File: src/rtl/mem_access.sv
// MEM stage of the ARC MIPS pipeline: data-memory req/ack access with timeout,
// branch resolution, and the MEM/WB pipeline register.
module mem_access #(
    parameter int unsigned TIMEOUT_CYC = 16
) (
    input  logic        i_clk,
    input  logic        i_rst_n,
    input  logic        i_con_mem_branch,
    input  logic        i_con_mem_memread,
    input  logic        i_con_mem_memwrite,
    input  logic        i_con_wb_memtoreg,
    input  logic        i_con_wb_regwrite,
    input  logic [31:0] i_data_AddRst,
    input  logic        i_con_Zero,
    input  logic [31:0] i_data_ALU_Rst,
    input  logic [31:0] i_data_rt,
    input  logic [4:0]  i_addr_MuxRst,
    output logic        o_con_PCSrc,
    output logic [31:0] o_addr_PCBranch,
    output logic        o_stall,
    output logic        o_dmem_req,
    output logic        o_dmem_we,
    output logic [31:0] o_dmem_addr,
    output logic [31:0] o_dmem_wdata,
    input  logic        i_dmem_ack,
    input  logic [31:0] i_dmem_rdata,
    output logic        o_err_align,
    output logic        o_err_timeout,
    output logic        o_con_wb_regwrite,
    output logic        o_con_wb_memtoreg,
    output logic [31:0] o_data_ReadData,
    output logic [31:0] o_data_ALU_Rst,
    output logic [4:0]  o_addr_MuxRst
);

    localparam int unsigned CW = (TIMEOUT_CYC > 1) ? $clog2(TIMEOUT_CYC) : 1;

    typedef enum logic {IDLE, BUSY} state_t;

    state_t        state, state_nxt;
    logic [CW-1:0] cnt;
    logic          access, misaligned, timeout_hit;

    assign access      = i_con_mem_memread | i_con_mem_memwrite;
    assign misaligned  = access & (i_data_ALU_Rst[1:0] != 2'b00);
    assign timeout_hit = (cnt == CW'(TIMEOUT_CYC - 1));

    always_ff @(posedge i_clk) begin
        if (!i_rst_n) state <= IDLE;
        else          state <= state_nxt;
    end

    always_comb begin
        state_nxt = state;
        o_stall   = 1'b0;
        unique case (state)
            IDLE: begin
                if (access && !misaligned) begin
                    o_stall   = 1'b1;
                    state_nxt = BUSY;
                end
            end
            BUSY: begin
                o_stall = !i_dmem_ack && !timeout_hit;
                if (i_dmem_ack || timeout_hit) state_nxt = IDLE;
            end
            default: state_nxt = IDLE;
        endcase
    end

    // Gating with stall makes a branch resolve only in its last MEM cycle.
    assign o_con_PCSrc     = i_con_mem_branch & i_con_Zero & !o_stall;
    assign o_addr_PCBranch = i_data_AddRst;

    always_ff @(posedge i_clk) begin
        if (!i_rst_n) begin
            cnt               <= '0;
            o_dmem_req        <= 1'b0;
            o_dmem_we         <= 1'b0;
            o_dmem_addr       <= '0;
            o_dmem_wdata      <= '0;
            o_err_align       <= 1'b0;
            o_err_timeout     <= 1'b0;
            o_con_wb_regwrite <= 1'b0;
            o_con_wb_memtoreg <= 1'b0;
            o_data_ReadData   <= '0;
            o_data_ALU_Rst    <= '0;
            o_addr_MuxRst     <= '0;
        end else begin
            o_err_align   <= 1'b0;
            o_err_timeout <= 1'b0;
            unique case (state)
                IDLE: begin
                    if (!access) begin
                        o_con_wb_regwrite <= i_con_wb_regwrite;
                        o_con_wb_memtoreg <= i_con_wb_memtoreg;
                        o_data_ReadData   <= '0;
                        o_data_ALU_Rst    <= i_data_ALU_Rst;
                        o_addr_MuxRst     <= i_addr_MuxRst;
                    end else begin
                        o_con_wb_regwrite <= 1'b0;
                        o_con_wb_memtoreg <= 1'b0;
                        o_data_ReadData   <= '0;
                        o_data_ALU_Rst    <= '0;
                        o_addr_MuxRst     <= '0;
                        if (misaligned) begin
                            o_err_align <= 1'b1;
                        end else begin
                            o_dmem_req   <= 1'b1;
                            o_dmem_we    <= i_con_mem_memwrite;
                            o_dmem_addr  <= i_data_ALU_Rst;
                            o_dmem_wdata <= i_data_rt;
                            cnt          <= '0;
                        end
                    end
                end
                BUSY: begin
                    if (i_dmem_ack) begin
                        o_dmem_req        <= 1'b0;
                        o_con_wb_regwrite <= i_con_wb_regwrite;
                        o_con_wb_memtoreg <= i_con_wb_memtoreg;
                        o_data_ReadData   <= (i_con_mem_memread && !i_con_mem_memwrite)
                                             ? i_dmem_rdata : '0;
                        o_data_ALU_Rst    <= i_data_ALU_Rst;
                        o_addr_MuxRst     <= i_addr_MuxRst;
                    end else if (timeout_hit) begin
                        o_dmem_req    <= 1'b0;
                        o_err_timeout <= 1'b1;
                    end else begin
                        cnt <= cnt + 1'b1;
                    end
                end
                default: o_dmem_req <= 1'b0;
            endcase
        end
    end

endmodule
File: config.mk
export PLATFORM = sky130hd
export DESIGN_NAME = mem_access
export DESIGN_NICKNAME = d
export VERILOG_FILES = /design/src/rtl/mem_access.sv
export SDC_FILE = /design/constraint.sdc
export NUM_CORES = 1
export LEC_CHECK = 0
export BUFFER_PORTS_ARGS = -buffer_cell sky130_fd_sc_hd__buf_2
export CAP_MARGIN = 20
export CORE_AREA = 2 2 123 125
export CTS_BUF_LIST = sky130_fd_sc_hd__clkbuf_8
export CTS_CLUSTER_DIAMETER = 50
export DETAILED_ROUTE_END_ITERATION = 8
export DIE_AREA = 0 0 125 127
export GPL_ROUTABILITY_DRIVEN = 0
export PLACE_DENSITY = 0.67
export SLEW_MARGIN = 5
export SYNTH_ARGS = -nofsm -noshare
export SYNTH_HDL_FRONTEND = slang
export SYNTH_SLANG_ARGS = --single-unit
File: constraint.sdc
create_clock -name i_clk -period 1.95 [get_ports i_clk]
set_input_delay 0.39 -clock i_clk [delete_from_list [all_inputs] [get_ports i_clk]]
set_output_delay 0.39 -clock i_clk [all_outputs]
set_load 0.005 [all_outputs]
==> results.cfg, run 1 <==
[final_layout]
antenna_cells = 0
finalNonFillerCells = 933
finalInstanceArea_um2 = 6960
layout-drive-gt1-share_pct = 41.3
area_growth_pct = 28.6
post-route-util_pct = 48.2
final_nets = 879

[cts]
cts.sinks = 144
ctsHoldBuffers = 0
clkTransAtPathRegs_ns = 0.09
htree_levels = 4
clockBufferDepth = 2
insertion_delay_ns = 0.44
cts-root-buf = clkbuf_8
tritoncts = done
cts_buffers = 17

[critical_path]
endpoint_kind = primary output
crit-reg2reg-capture = o_data_ALU_Rst[14]
rr_worst_depth = 4
criticalPathCategory = reg2out
worstReg2RegStart = state
cp.required_ns = 1.56
path_max_fanout = 4
rrSetupSlack_ns = 0.46
worst_ep_arrival_time_ns = 1.59
cp-start-kind = flop

[global_route]
antenna_found_initial = 0
grt_overflow_total = 0
grt_usage_pct = 19.2
grt_max_degree = 66
grt_pass1_wl_um = 24700
grt_pass1_vias = 4789

[yosys]
yosys_register_bits = 144
syn-instance-count = 537
synthSimpleGateAreaFrac_pct = 8.90
syn-cell-area_um2 = 5410
synth_xor_area_share_pct = 0
synthArstFlopShare_pct = 0
synth_edf_count = 0
synth_warnings = 0
synth_flop_cell = dfxtp_1
avgSynthCellArea_um2 = 10.1
synth_fa_ha_area_share_pct = 0.231
yosysUniqueCellTypes = 31
synthMuxAreaShare_pct = 0.370
ys_seq_area_share_pct = 53.3
syn-num-nets = 680
synth_top_family_by_area = compound AO/OA/AOI/OAI gates
synth_compound_area_share_pct = 27.8

[sta]
setup_viol = 2
rsz0062_at_grt = true
hold_viol_final = 0
fmax_ghz = 0.505
fin_crit_ns = 1.98
min_period_over_period_pct = 102
drv_slew = 0
setup_ws_ns = -0.0302
maxSlewHeadroom_pct = 59.8
worstMarginPinSlew_ns = 0.603
finClkSkew_ns = 0.0109

[min_path]
hold_path_end = o_data_ReadData[11]
hp-start = i_dmem_rdata[11]
hold_path_depth = 2
hold_class = in2reg

[detailed_routing]
m1WireLength_um = 6320
drt_iter0_markers = 199
highest_layer = met4
routed-via-count = 4839
drt_pass1_iterations = 4
wl_um = 15600
drc_errors = 0
route.met3.wl_um = 1230
routedWlPerCell_um = 16.7
via_per_inst = 5.19
postRouteAntennaNets = 0
met2WireLength_um = 7500

[run_status]
violations = negative setup slack
status = complete, but fails checks

[flow_run]
maxCapViolCount = 0

[die]
io-pin-count = 315
dieHeight_um = 127
dieArea_um2 = 15900
row_count = 44
initial_core_util_pct = 37.5
die_w_um = 125
core_area_um2 = 14400

[place]
dpl.cell_count = 900
place_area_um2 = 6540
portBuffers = 250
dpl.hpwl_um = 11000

[pwr]
powerDensity_nw_per_um2 = 845
vdd_ir_drop_max_mv = 0.554
power_leakage_uw = 0.00321
power_uw = 5880
-- cells in the mapped netlist (2+ instances only) --
| master | count | share of area (%) |
|---|---|---|
| dfxtp_1 | 144 | 53 |
| a22o_1 | 68 | 11 |
| o21ai_0 | 67 | 6.2 |
| nand3_1 | 65 | 6.0 |
| a21boi_0 | 59 | 8.2 |
| buf_4 | 37 | 5.1 |
| clkbuf_1 | 28 | 1.9 |
| buf_2 | 15 | 1.4 |
| nand2_1 | 11 | 0.76 |
| a21boi_1 | 7 | 0.97 |
| and3_1 | 5 | 0.58 |
| buf_6 | 4 | 0.83 |
| nor2_1 | 4 | 0.28 |
| a21oi_1 | 2 | 0.19 |
| and2_1 | 2 | 0.23 |
| inv_1 | 2 | 0.14 |
| mux2i_1 | 2 | 0.37 |
| o22ai_1 | 2 | 0.23 |
-- repair_timing --
item | CTS | global route
setup endpoints to repair | 2 | 2
hold endpoints to repair | 0 | 0
setup buffers | 1 | 0
resized for setup | 7 | 1
pin swaps | 2 | 1
-- stage by stage --
| stage | hold slack (ns) | worst slack, ns | setup TNS, ns |
|---|---|---|---|
| 6_report | 0.153 | -0.0302 | -0.0372 |
| 3_3_place_gp | 0.455 | 0.305 | 0 |
| 2_1_floorplan | 0.452 | 0.318 | 0 |
| 5_1_grt | 0.113 | -0.141 | -0.237 |
| 4_1_cts | 0.112 | -0.129 | -0.239 |
| 3_5_place_dp | 0.459 | 0.245 | 0 |
-- layout by cell type, fill, tap and decap left out, drive strengths merged --
| cell | instances |
|---|---|
| and3b | 1 |
| nand2 | 11 |
| dfxtp | 144 |
| a22o | 68 |
| clkinvlp | 1 |
| o21a | 1 |
| nor3 | 1 |
| and3 | 5 |
| ha | 1 |
| a21boi | 66 |
| o21ba | 1 |
| nor2b | 1 |
| and2 | 3 |
| nand3 | 65 |
| buf | 264 |
| inv | 11 |
| mux2i | 2 |
| a21oi | 2 |
| or2 | 1 |
| o22ai | 2 |
| nor2 | 4 |
| o21bai | 1 |
| o21ai | 67 |
| nor3b | 1 |
| clkinv | 5 |
| clkbuf | 17 |
| o32ai | 2 |
| nand4 | 1 |
-- report_power, final --
| part | total [uW] | internal (uW) | switching (uW) | leakage [uW] |
|---|---|---|---|---|
| sequential | 3080 | 3030 | 46.5 | 0.00117 |
| clock | 2230 | 946 | 1290 | 0.000192 |
| combinational | 568 | 256 | 312 | 0.00184 |
| total | 5880 | 4230 | 1640 | 0.00321 |
-- per-layer routing --
layer / up-vias / global-route usage [%]
li1: 2311 / -
met5: - / 0
met2: 214 / 32.1
met1: 2260 / 22.7
met4: 0 / 9.74
met3: 54 / 5.61
-- cell families after synthesis --
kind of cell    Yosys count
compound gates          210
flops                   144
simple gates             94
buf+inv                  86
mux                       2
fa+ha+maj                 1
-- worst max-delay path by stage --
stage	start	slack (ns)	depth (start not counted)	to
finish	cnt[0]	-0.03	5	o_con_PCSrc
global route	cnt[0]	-0.14	5	o_con_PCSrc
detailed placement	cnt[0]	0.24	5	o_con_PCSrc
floorplan	cnt[0]	0.32	4	o_con_PCSrc
CTS	cnt[0]	-0.13	5	o_con_PCSrc
global placement	i_data_ALU_Rst[0]	0.30	5	o_con_PCSrc
-- registers in the layout, indices dropped and copies added, names as in the netlist --
register,cells
o_con_wb_regwrite,1
o_addr_MuxRst,5
o_data_ReadData,32
o_dmem_wdata,32
o_dmem_we,1
o_err_timeout,1
state,1
o_dmem_addr,32
cnt,4
o_dmem_req,1
o_err_align,1
o_data_ALU_Rst,32
o_con_wb_memtoreg,1
-- critical path, cell delays in order, from the launching register on --
cell and delay [ns]:
dfxtp_2 0.36, ha_4 0.17, and3_4 0.19, o32ai_4 0.25, nor2_1 0.06, buf_2 0.13
-- area by class of cell --
class | count | area, um2
multi-input cells | 307 | 2060
repair buffers | 264 | 1390
fillers | 1349 | 7460
clock inverters | 15 | 144
well taps | 184 | 230
inverters | 2 | 7.51
flip-flops and latches | 144 | 2890
clock buffers | 17 | 234
(Power assumes the default switching activity.)
==> inputs of run 2 (changes only) <==
Settings changed: CORE_AREA 2 2 123 125 to 4 4 122 124, DIE_AREA 0 0 125 127 to 0 0 126 128, PLACE_DENSITY 0.67 to 0.7.
==> run 2 against run 1 <==
Effect of this change:
- the run now ends clean
- sequential power barely moved
- combinational power rose by 2%
- sequential share of layout area fell by 0.52 points
- routed wire length rose by 3.4%
- worst setup slack improved by 0.057 ns
- register-to-register slack barely moved
- count of clock-buffer cells in the layout did not move
- critical path type unchanged
- largest power group unchanged
==> results.cfg, run 2 (same netlist as run 1, synthesis figures left out) <==
[final_layout]
layout-drive-gt1-share_pct = 41.9
mostFrequentLayoutCells = buf_2, dfxtp_1, a22o_1
regArea_um2 = 2890
antenna_cells = 0
post-route-util_pct = 51.2
multi_input_area_um2 = 2060
finalInstanceArea_um2 = 7050
final_nets = 887
final_common_cell = buf_2
area_growth_pct = 30.2
finalNonFillerCells = 937
n_fill_cell = 1276

[place]
portBuffers = 250
place_area_um2 = 6570
dpl.hpwl_um = 11800
dpl.cell_count = 899

[sta]
drv_slew = 0
finClkSkew_ns = 0.0164
final.setup.tns_ns = 0
hold_viol_final = 0
worstMarginPinSlew_ns = 0.562
rsz0062_at_grt = true
maxSlewHeadroom_pct = 62.6
fmax_ghz = 0.520
setup_viol = 0
min_period_over_period_pct = 98.6
fin_crit_ns = 1.92

[detailed_routing]
routedWlPerCell_um = 17.2
wl_um = 16100
routed-via-count = 4839
postRouteAntennaNets = 0
drt_pass1_iterations = 6
drt_iter0_markers = 232
drc_errors = 0
via_per_inst = 5.16

[critical_path]
worst_ep_arrival_time_ns = 1.53
endpoint_kind = primary output
criticalPathCategory = reg2out
worstPathCellList = ha_4 -> and3_4 -> o32ai_4 -> nor2_1 -> buf_2
path_max_fanout = 3
path_buf_inv = 1
cpPeakStageDelay_ns = 0.34
cp-start-kind = flop
critPathTopFamily = flip-flops
crit_slowest_cell = dfxtp_2
cp.required_ns = 1.56

[flow_run]
maxCapViolCount = 0

[run_status]
status = finished clean

[cts]
cts_buffers = 17
clockBufferDepth = 2
cts.sinks = 144
insertion_delay_ns = 0.45
tritoncts = done
htree_levels = 4
cts-root-buf = clkbuf_8
clkTransAtPathRegs_ns = 0.10

[global_route]
grt_overflow_total = 0
grt_usage_pct = 19.7
grt_pass1_vias = 4785
grt_max_degree = 65
antenna_found_initial = 0
grt_pass1_wl_um = 25300

[die]
io-pin-count = 315
initial_core_util_pct = 39.3
die_w_um = 126
row_count = 43
core_area_um2 = 13800
dieHeight_um = 128
dieArea_um2 = 16100

[min_path]
hold_class = in2reg

[pwr]
vdd_ir_drop_max_mv = 0.488
power_uw = 6000
powerDensity_nw_per_um2 = 852
power_leakage_uw = 0.00326
-- run 2: routing by layer --
metal,GRT usage [%],part of all wire [%]
met1,23.4,41
met3,6.75,7.8
met2,32.3,48
met5,0,0
met4,8.71,2.9
-- run 2: worst paths after layout --
| kind | from | endpoint | slack, ns | cells past startpoint |
|---|---|---|---|---|
| max | cnt[0] | o_con_PCSrc | 0.03 | 5 |
| min | i_dmem_rdata[7] | o_data_ReadData[7] | 0.15 | 2 |
| max reg2reg | state | o_dmem_wdata[31] | 0.47 | 4 |
| min reg2reg | o_con_wb_regwrite | o_con_wb_regwrite | 0.47 | 2 |
-- run 2: power by group --
group | switching (uW) | total [uW] | internal, uW
clock | 1270 | 2350 | 1080
sequential | 47.6 | 3080 | 3030
combinational | 312 | 578 | 266
-- run 2: layout make-up --
type	count	area share, %
Inverter	2	0.107
Sequential cell	144	41.0
Clock inverter	15	2.33
Multi-Input combinational cell	307	29.3
Clock buffer	17	3.32
Tap cell	180	3.20
Timing Repair Buffer	272	20.8
-- run 2: what timing repair did --
action	CTS	global route
pin swaps	3	1
setup endpoints to repair	2	2
resized for setup	7	1
setup buffers	4	2
hold buffers	0	0
-- run 2: stage by stage --
stage / hold slack, ns / setup slack [ns]
finish: 0.146 / 0.0266
global route: 0.110 / -0.0785
CTS: 0.114 / -0.0923
detailed placement: 0.457 / 0.261
global placement: 0.456 / 0.278
floorplan: 0.452 / 0.318
